$ cat config.mk
export PLATFORM = sky130hd
export DESIGN_NAME = cnn_stage_sequencer_flat
export DESIGN_NICKNAME = d
export VERILOG_FILES = /design/src/rtl/cnn_stage_sequencer_if.sv /design/src/rtl/cnn_stage_sequencer.sv /design/src/flat_wrapper.sv
export SDC_FILE = /design/constraint.sdc
export NUM_CORES = 1
export LEC_CHECK = 0
export CAP_MARGIN = 20
export CORE_ASPECT_RATIO = 0.8
export CORE_MARGIN = 4
export CORE_UTILIZATION = 57
export DETAILED_ROUTE_END_ITERATION = 8
export GPL_ROUTABILITY_DRIVEN = 0
export PLACE_DENSITY = 0.85
export SYNTH_ARGS = -nofsm -noshare
export SYNTH_HDL_FRONTEND = slang
export SYNTH_SLANG_ARGS = --single-unit
$ cat constraint.sdc
create_clock -name clk_in -period 3.8 [get_ports clk_in]
set_clock_uncertainty 0.15 [all_clocks]
set_input_delay 0.38 -clock clk_in [delete_from_list [all_inputs] [get_ports clk_in]]
set_output_delay 0.38 -clock clk_in [all_outputs]
set_load 0.02 [all_outputs]
$ cat src/rtl/cnn_stage_sequencer_if.sv
// Handshake bundle between the frame sequencer and the CNN pipeline stages.
// The slave side is the sequencer; the master side drives frame requests and
// stage completion pulses and observes starts, busy bits and status.
interface cnn_stage_sequencer_if #(
    parameter int N_STAGES = 4,
    parameter int CNT_W    = 16
);
    logic                frame_req;
    logic [N_STAGES-1:0] stage_done;
    logic                clear_err;
    logic [N_STAGES-1:0] stage_start;
    logic [N_STAGES-1:0] stage_busy;
    logic                frame_ack;
    logic                frame_done;
    logic [CNT_W-1:0]    frame_count;
    logic                timeout_err;
    logic                spurious_err;

    modport master (
        output frame_req, stage_done, clear_err,
        input  stage_start, stage_busy, frame_ack, frame_done,
               frame_count, timeout_err, spurious_err
    );

    modport slave (
        input  frame_req, stage_done, clear_err,
        output stage_start, stage_busy, frame_ack, frame_done,
               frame_count, timeout_err, spurious_err
    );
endinterface

$ cat src/rtl/cnn_stage_sequencer.sv
// Frame-level controller for the layered CNN pipeline. Each stage owns at most
// one frame; a finished frame waits in its stage (pend) until the next stage is
// free. All decisions look only at registered state, so a stage freed on one
// edge is restarted on the following edge at the earliest. A progress watchdog
// drops everything into ERROR when a stage hangs.
module cnn_stage_sequencer #(
    parameter int N_STAGES = 4,
    parameter int TIMEOUT  = 65535,
    parameter int CNT_W    = 16
) (
    input  logic                    clk_in,
    input  logic                    rst_n,
    cnn_stage_sequencer_if.slave    bus
);

    localparam int WD_W = $clog2(TIMEOUT + 1);

    typedef enum logic [1:0] {
        IDLE,
        RUN,
        ERROR
    } state_t;

    state_t              state;
    logic [N_STAGES-1:0] busy;
    logic [N_STAGES-2:0] pend;
    logic [WD_W-1:0]     wdog;
    logic [N_STAGES-1:0] start_q;
    logic                ack_q;
    logic                frame_done_q;
    logic [CNT_W-1:0]    count_q;
    logic                timeout_q;
    logic                spurious_q;

    logic [N_STAGES-1:0] done_acc;
    logic [N_STAGES-1:0] done_bad;
    logic [N_STAGES-2:0] handoff;
    logic [N_STAGES-1:0] start_nx;
    logic [N_STAGES-1:0] clr_busy;
    logic [N_STAGES-1:0] busy_nx;
    logic [N_STAGES-2:0] pend_nx;
    logic                launch;
    logic                progress;
    logic                wd_fire;

    // Per-stage launch/handoff/completion decisions, all stages in parallel.
    always_comb begin
        done_acc = bus.stage_done & busy;
        done_bad = bus.stage_done & ~busy;
        launch   = bus.frame_req & ~busy[0];
        handoff  = '0;
        for (int i = 0; i < N_STAGES - 1; i++) begin
            handoff[i] = (pend[i] | done_acc[i]) & ~busy[i+1];
        end
        start_nx = {handoff, launch};
        clr_busy = {done_acc[N_STAGES-1], handoff};
        busy_nx  = (busy | start_nx) & ~clr_busy;
        pend_nx  = (pend | done_acc[N_STAGES-2:0]) & ~handoff;
        progress = (|start_nx) | (|done_acc);
        wd_fire  = !progress && (|busy) && (wdog == WD_W'(TIMEOUT - 1));
    end

    // Sequencer FSM: stage ownership, registered outputs, sticky flags, watchdog.
    always_ff @(posedge clk_in or negedge rst_n) begin
        if (!rst_n) begin
            state        <= IDLE;
            busy         <= '0;
            pend         <= '0;
            wdog         <= '0;
            start_q      <= '0;
            ack_q        <= 1'b0;
            frame_done_q <= 1'b0;
            count_q      <= '0;
            timeout_q    <= 1'b0;
            spurious_q   <= 1'b0;
        end else begin
            case (state)
                ERROR: begin
                    busy         <= '0;
                    pend         <= '0;
                    wdog         <= '0;
                    start_q      <= '0;
                    ack_q        <= 1'b0;
                    frame_done_q <= 1'b0;
                    if (bus.clear_err) begin
                        state      <= IDLE;
                        timeout_q  <= 1'b0;
                        spurious_q <= 1'b0;
                    end
                end
                default: begin
                    spurious_q <= (spurious_q & ~bus.clear_err) | (|done_bad);
                    if (wd_fire) begin
                        state        <= ERROR;
                        timeout_q    <= 1'b1;
                        busy         <= '0;
                        pend         <= '0;
                        wdog         <= '0;
                        start_q      <= '0;
                        ack_q        <= 1'b0;
                        frame_done_q <= 1'b0;
                    end else begin
                        state        <= ((|busy_nx) || bus.frame_req) ? RUN : IDLE;
                        timeout_q    <= timeout_q & ~bus.clear_err;
                        busy         <= busy_nx;
                        pend         <= pend_nx;
                        start_q      <= start_nx;
                        ack_q        <= launch;
                        frame_done_q <= done_acc[N_STAGES-1];
                        if (done_acc[N_STAGES-1]) begin
                            count_q <= count_q + CNT_W'(1);
                        end
                        if (bus.clear_err || progress || !(|busy)) begin
                            wdog <= '0;
                        end else begin
                            wdog <= wdog + WD_W'(1);
                        end
                    end
                end
            endcase
        end
    end

    assign bus.stage_start  = start_q;
    assign bus.stage_busy   = busy;
    assign bus.frame_ack    = ack_q;
    assign bus.frame_done   = frame_done_q;
    assign bus.frame_count  = count_q;
    assign bus.timeout_err  = timeout_q;
    assign bus.spurious_err = spurious_q;

endmodule

$ cat src/flat_wrapper.sv
// flat-port wrapper written by rule: the top's interface ports become plain ports
module cnn_stage_sequencer_flat 
#(
    parameter int N_STAGES = 4,
    parameter int TIMEOUT  = 65535,
    parameter int CNT_W    = 16
)
  (clk_in, rst_n, bus_frame_req, bus_stage_done, bus_clear_err, bus_stage_start, bus_stage_busy, bus_frame_ack, bus_frame_done, bus_frame_count, bus_timeout_err, bus_spurious_err);
  cnn_stage_sequencer_if #(.N_STAGES(N_STAGES), .CNT_W(CNT_W)) bus_i ();
  input  logic clk_in;
  input  logic rst_n;
  input wire logic [$bits(bus_i.frame_req)-1:0] bus_frame_req;
  input wire logic [$bits(bus_i.stage_done)-1:0] bus_stage_done;
  input wire logic [$bits(bus_i.clear_err)-1:0] bus_clear_err;
  output wire logic [$bits(bus_i.stage_start)-1:0] bus_stage_start;
  output wire logic [$bits(bus_i.stage_busy)-1:0] bus_stage_busy;
  output wire logic [$bits(bus_i.frame_ack)-1:0] bus_frame_ack;
  output wire logic [$bits(bus_i.frame_done)-1:0] bus_frame_done;
  output wire logic [$bits(bus_i.frame_count)-1:0] bus_frame_count;
  output wire logic [$bits(bus_i.timeout_err)-1:0] bus_timeout_err;
  output wire logic [$bits(bus_i.spurious_err)-1:0] bus_spurious_err;
  assign bus_i.frame_req = bus_frame_req;
  assign bus_i.stage_done = bus_stage_done;
  assign bus_i.clear_err = bus_clear_err;
  assign bus_stage_start = bus_i.stage_start;
  assign bus_stage_busy = bus_i.stage_busy;
  assign bus_frame_ack = bus_i.frame_ack;
  assign bus_frame_done = bus_i.frame_done;
  assign bus_frame_count = bus_i.frame_count;
  assign bus_timeout_err = bus_i.timeout_err;
  assign bus_spurious_err = bus_i.spurious_err;
  cnn_stage_sequencer #(.N_STAGES(N_STAGES), .TIMEOUT(TIMEOUT), .CNT_W(CNT_W)) u_core (.clk_in(clk_in), .rst_n(rst_n), .bus(bus_i));
endmodule
==> results of run 1 <==
==> power by group through the flow <==
stage / Combinational (W) / Sequential, W / Clock (W)
after global routing: 0.000557 / 0.000721 / 0.000394
after detailed placement: 0.000511 / 0.000713 / 0
after floorplan: 0.000229 / 0.000785 / 0
final: 0.000512 / 0.000704 / 0.000362
after global placement: 0.000503 / 0.000712 / 0
after CTS: 0.000513 / 0.000704 / 0.000370
==> cell type report <==
class                           count  area [µm²]
Clock buffer                        5        68.8
Clock inverter                      3        42.5
Fill cell                         283        1060
Inverter                            7        26.3
Multi-Input combinational cell    138         958
Sequential cell                    48        1200
Tap cell                           55        68.8
Timing Repair Buffer               37         375
==> flip-flops by register name, indices dropped and copies added, names as in the netlist <==
register and flops:
u_core.bus.frame_count 16, u_core.bus.frame_done 1, u_core.bus.spurious_err 1, u_core.bus.stage_busy 4, u_core.bus.stage_start 4, u_core.bus.timeout_err 1
u_core.pend 3, u_core.state 2, u_core.wdog 16
==> final timing paths <==
check	to	cells after the start	slack (ns)
setup / recovery	u_core.wdog[3]	6	1.02
hold / removal	u_core.wdog[8]	2	0.30
setup reg to reg	u_core.wdog[3]	5	1.11
hold reg to reg	u_core.bus.frame_count[15]	1	0.32
max in group asynchronous	u_core.bus.frame_count[12]	3	2.72
min in group clk_in	u_core.bus.frame_count[15]	1	0.32
==> stage by stage <==
stage,total power (W),area [µm²],hold WS (ns),std cells
after floorplan,0.00101,2260,-0.0656,201
after global placement,0.00121,2600,0.307,283
after detailed placement,0.00122,2600,0.315,283
after CTS,0.00159,2710,0.129,291
after global routing,0.00167,2740,0.315,293
final,0.00158,2740,0.304,293
==> cells in the final DEF, fill, tap and decap left out, types with 3 or more instances in the layout <==
cell type / instances
nand3_1: 13
inv_1: 7
a211oi_1: 3
nor2_4: 8
nand2_1: 12
nor2_1: 18
a21oi_1: 3
xor2_1: 17
xnor2_1: 12
ha_1: 3
nor3_1: 8
clkbuf_8: 5
nand4_1: 3
clkdlybuf4s50_1: 34
dfrtp_1: 48
nor4_1: 3
and4_1: 3
==> critical path, stage by stage <==
cell             delay (ns)
clkdlybuf4s50_1        0.48
a21oi_1                0.35
o2111ai_1              0.16
nor3_2                 0.29
or4b_1                 0.95
nor2_1                 0.23
==> cells by family (layout without fill, tap and decap cells) <==
family,count (synthesis),in the layout,synth area share [%]
buffers and inverters,15,52,4.43
adders and majority gates,3,3,1.66
xor gates and xnor gates,29,29,11.2
AOI/OAI and AO/OA,18,18,6.15
and+or+nand+nor,87,87,22.9
muxes,1,1,0.498
DFF,48,48,53.2
==> layer usage <==
layer / track usage [%] / up-vias / part of all wire (%)
met5: 0 / - / 0
met4: 6.77 / 0 / 1.0
met3: 4.79 / 4 / 4.9
met2: 27.1 / 41 / 44
met1: 24.4 / 712 / 50
li1: - / 754 / -
==> run metrics, run 1 <==
status=finished, final reports clean; worst-path maximum fanout=16; Die X=78.4 µm; worst-margin pin slew=1.06 ns; max_slew headroom=29.3%; peak ir drop on the vdd network=0.456 mV; crit path capture type=flip-flop; Final Critical Period=2.78 ns; Skew-Pair Late Insertion Delay=0.30 ns; count leader, synth=dfrtp_1; RSZ-0062 raised after global routing=no; Max Fclk=0.360 GHz; MaxCap Viol Count=0; Setup Viol. Count Final=0; fin worst setup slack=1.02 ns; routed vias/inst=5.16; Worst EP arrival=2.85 ns; Hold-fix buffers, CTS=0; Critical Path Start=bus_stage_done[0]; Post-Syn Nets=212; Internal=0.00104 W; fraction of registers with async set/reset=100%; Hold/Removal Path Class=in -> async; Core Region=3800 µm²; Initial Utilization=59.4%; I/O Pins=36; clk buf depth=2; top_reg_cell synth=dfrtp_1; Startpoint Class=primary input; final wirelength=4.02 mm; global-route wire length before repair=7.00 mm; critical path data required time=3.87 ns; largest net degree at the start of global routing=49; combinational power share=32.5%; CTS sink cnt=48; postcts setup bufs=0; initial antenna violation count=0; setup TNS=0 ns; #FFs+latches synth=48; Post-synth EDFFs=0; synth top area cells=dfrtp_1, xor2_1, xnor2_1; area grow syn2layout=21.3%; sw frac=34.2%; Synth Cell Area=2260 µm²; synth cell count leaders=dfrtp_1, nor2_1, xor2_1; CTS H-tree depth=2; clock root buffer=clkbuf_8; worst r2r src=u_core.bus.stage_busy[1]; PD cells=576 nW/µm²; Tcrit/Tclk final=73.1%; Nets=248; Die Y=64.3 µm; Leak=1.16 nW; vias in the first global route=1,490; DRC Markers=0; # diodes=0; detailed-route via count=1,511; CTS resizes=0; HPWL after detailed placement=2.89 mm; Yosys top cell area share=53.2%; warnings from Yosys=0; die area=5040 µm²; TritonCTS clock tree=built; Clk pwr share=22.9%; Routed WL per cell=13.7 µm; P_sw=0.000540 W; drt initial violations=76; antenna-violating nets left=0; worst slack, placed=0.715 ns; share of cells above drive strength 1=13.4%; grt total ovfl=0; num rows=20; Worst Setup Path Type=in -> reg; cts bufs inserted=5; number of I/O port buffers=35; register area share after synthesis=53.2%; Final Hold Viols=0; clock-pin slew of the registers on the worst-case setup and hold paths=0.09 ns; Syn Inst Count=201; post-layout util=72.1%; DRT Pass-1 Iters=4; post-synth top area cell=dfrtp_1; Tot GR Track Use=17.8%; Reg power frac=44.6%; synthesized area per cell=11.2 µm²; Synth cell types=47; Slew Viols, Final=0
(Power assumes the default switching activity.)
==> inputs of run 2 (changes only) <==
--- a/config.mk
+++ b/config.mk
@@ -8,10 +8,10 @@
 export CAP_MARGIN = 20
 export CORE_ASPECT_RATIO = 0.8
 export CORE_MARGIN = 4
-export CORE_UTILIZATION = 57
+export CORE_UTILIZATION = 48
 export DETAILED_ROUTE_END_ITERATION = 8
 export GPL_ROUTABILITY_DRIVEN = 0
-export PLACE_DENSITY = 0.85
+export PLACE_DENSITY = 0.77
 export SYNTH_ARGS = -nofsm -noshare
 export SYNTH_HDL_FRONTEND = slang
 export SYNTH_SLANG_ARGS = --single-unit
==> constraint.sdc (replaced) <==
create_clock -name clk_in -period 2.5 [get_ports clk_in]
set_clock_uncertainty 0.15 [all_clocks]
set_input_delay 0.25 -clock clk_in [delete_from_list [all_inputs] [get_ports clk_in]]
set_output_delay 0.25 -clock clk_in [all_outputs]
set_load 0.02 [all_outputs]
==> run 2 against run 1 <==
Compared with the run above:
- cell count increased by 4.1%
- die area increased by 17%
- combinational power increased by 62%
- sequential share of layout area decreased by 0.59 points
- critical path depth unchanged
- clock power increased by 31%
- first-iteration DRC count increased by 63%
- total power increased by 50%
- routed wire length increased by 5.7%
- largest cell class unchanged
- largest power group unchanged
==> run metrics, run 2 (same netlist as run 1, synthesis figures left out) <==
Worst Reg-to-Reg Cells=6 (+1); fin area=2780 µm² (+1.4%); worst-margin pin slew=0.580 ns (-0.480 ns); Setup Viol. Count Final=0 (unchanged); Nets=255 (+2.8%); cts bufs inserted=5 (unchanged); routed vias/inst=5.25 (+1.9%); filler cell count=403 (+42%); num rows=22 (+10%); Hold WS=0.229 ns (-0.0751 ns); MaxCap Viol Count=0 (unchanged); drt initial violations=124 (+63%); peak ir drop on the vdd network=0.492 mV (+8.1%); # diodes=0 (unchanged); Final Critical Period=2.27 ns; initial antenna violation count=0 (unchanged); Core Region=4570 µm² (+20%); number of I/O port buffers=35 (unchanged); share of cells above drive strength 1=15.1% (+1.7 points); critical path data required time=2.56 ns (-1.31 ns); RSZ-0062 raised after global routing=no; clk buf depth=2 (unchanged); Final Hold Viols=0 (unchanged); Die X=84.7 µm (+8.1%); Hold/Removal Path Class=in -> async; Initial Utilization=49.5% (-10 points); Worst EP arrival=2.33 ns (-0.52 ns); clock-pin slew of the registers on the worst-case setup and hold paths=0.08 ns (about the same); die area=5880 µm² (+17%); crit path capture=u_core.bus.stage_busy[2]; routed length on met1=2.09 mm (+4.4%); Routed WL per cell=13.9 µm (+1.5%); Slowest cell on crit path=or4_2; Die Y=69.4 µm (+7.9%); Design Power=0.00237 W (+50%); post-layout util=60.8% (-11 points); status=finished, final reports clean; max_slew headroom=61.2% (+32 points); metal2 WL=1.90 mm (+6.8%); TritonCTS clock tree=built; setup TNS=0 ns (unchanged); Reg power frac=45.1% (+0.5 points); vias in the first global route=1,534 (+3.0%); CTS sink cnt=48 (unchanged); Tcrit/Tclk final=90.9%; sw frac=34.8% (+0.60 points); register area=1200 µm² (unchanged); Max Fclk=0.440 GHz; I/O Pins=36 (unchanged); DRC Markers=0 (unchanged); HPWL after detailed placement=3.06 mm (+5.9%); antenna-violating nets left=0 (unchanged); global-route wire length before repair=7.26 mm (+3.7%); Critical Path Start=u_core.bus.stage_busy[1]; worst path cell trace=or4_2 > o2111ai_1 > nor3_2 > buf_4 > a21o_2 > a211oi_1; worst r2r src=u_core.bus.stage_busy[1]; combinational power share=34.9% (+2.4 points); P_sw=0.000826 W (+53%); DRT Pass-1 Iters=4 (unchanged); Skew-Pair Late Insertion Delay=0.30 ns (about the same); final wirelength=4.25 mm (+5.7%); detailed-route via count=1,602 (+6.0%); Worst Setup Path Type=reg -> reg; worst-path maximum fanout=10 (-6); largest net degree at the start of global routing=21 (-57%); PD cells=853 nW/µm² (+48%); Clk pwr share=20.0% (-2.9 points); Slowest Stage Delay on Critical Path=0.67 ns (-0.28 ns); area grow syn2layout=23.0%; Highest Signal Layer=met4; most frequent cells in the layout=dfrtp_1, clkdlybuf4s50_1, nor2_1, xor2_1, nand3_1; Slew Viols, Final=0 (unchanged); Leak=1.19 nW (+2.4%); r2r setup slk=0.23 ns (-0.88 ns); crit path capture type=flip-flop; CTS resizes=0 (unchanged); Startpoint Class=flip-flop; Tot GR Track Use=15.7% (-2.1 points); Placement Cell Area=2680 µm² (+3.0%); Internal=0.00155 W (+49%); grt total ovfl=0 (unchanged); clock root buffer=clkbuf_8; CTS H-tree depth=2 (unchanged); commonest non-fill, non-tap cell in the layout=dfrtp_1; reg2reg end=u_core.bus.stage_busy[2]; met3 routed WL=193 µm (-1.0%); footprint of the multi-input gates=958 µm² (unchanged)
-- run 2: changes by cell type in the layout (fill, tap and decap cells not counted), sizes merged --
cell	change
buf	+7
bufinv	-1
clkbuf	+3
clkinv	-1
clkinvlp	-1
-- run 2: final cells by class --
class	count	share of cell area [%]
Sequential cell	48	43.2
Multi-Input combinational cell	138	34.5
Timing Repair Buffer	44	15.4
Clock buffer	8	3.24
Tap cell	60	2.70
Inverter	7	0.946
-- run 2: worst min path at each step --
stage                                end  slack, ns  cells after the start  startpoint
6_report        u_core.bus.stage_busy[3]       0.23                      2       rst_n
3_3_place_gp              u_core.wdog[3]       0.03                      1       rst_n
5_1_grt                   u_core.pend[2]       0.26                      2       rst_n
4_1_cts         u_core.bus.stage_busy[3]       0.23                      2       rst_n
3_5_place_dp              u_core.wdog[3]       0.03                      1       rst_n
2_1_floorplan  u_core.bus.frame_count[0]      -0.20                      0       rst_n
-- run 2: metal layers --
layer / vias to the layer above / track usage, %
li1: 783 / -
met3: 5 / 4.99
met2: 35 / 22.3
met4: 0 / 5.80
met5: - / 0
met1: 779 / 22.4
-- run 2: stage by stage --
stage                     instances  setup WS (ns)
after global placement          296          0.135
after floorplan                 201          0.206
after CTS                       305          0.206
after detailed placement        296          0.111
after global routing            305         0.0934
final                           305          0.227
-- run 2: worst max-delay path, delay by kind of cell, from the launching register on --
kind                   cells  cell delay (ns)
AND/OR/NAND/NOR            2             0.77
AO/OA/AOI/OAI              3             0.63
buffers and inverters      1             0.15
flip-flops                 1             0.49
-- run 2: power by group through the flow --
stage / combinational [W] / clock, W / sequential (W)
2_1_floorplan: 0.000348 / 0 / 0.00119
3_3_place_gp: 0.000817 / 0 / 0.00108
3_5_place_dp: 0.000822 / 0 / 0.00108
4_1_cts: 0.000835 / 0.000489 / 0.00107
5_1_grt: 0.000890 / 0.000517 / 0.00110
6_report: 0.000827 / 0.000474 / 0.00107
-- run 2: timing repair --
| action | 4_1_cts | 5_1_grt |
|---|---|---|
| endpoints found under the hold margin | 14 | 0 |
| buffers inserted | 0 | 0 |
| hold buffers | 1 | 0 |
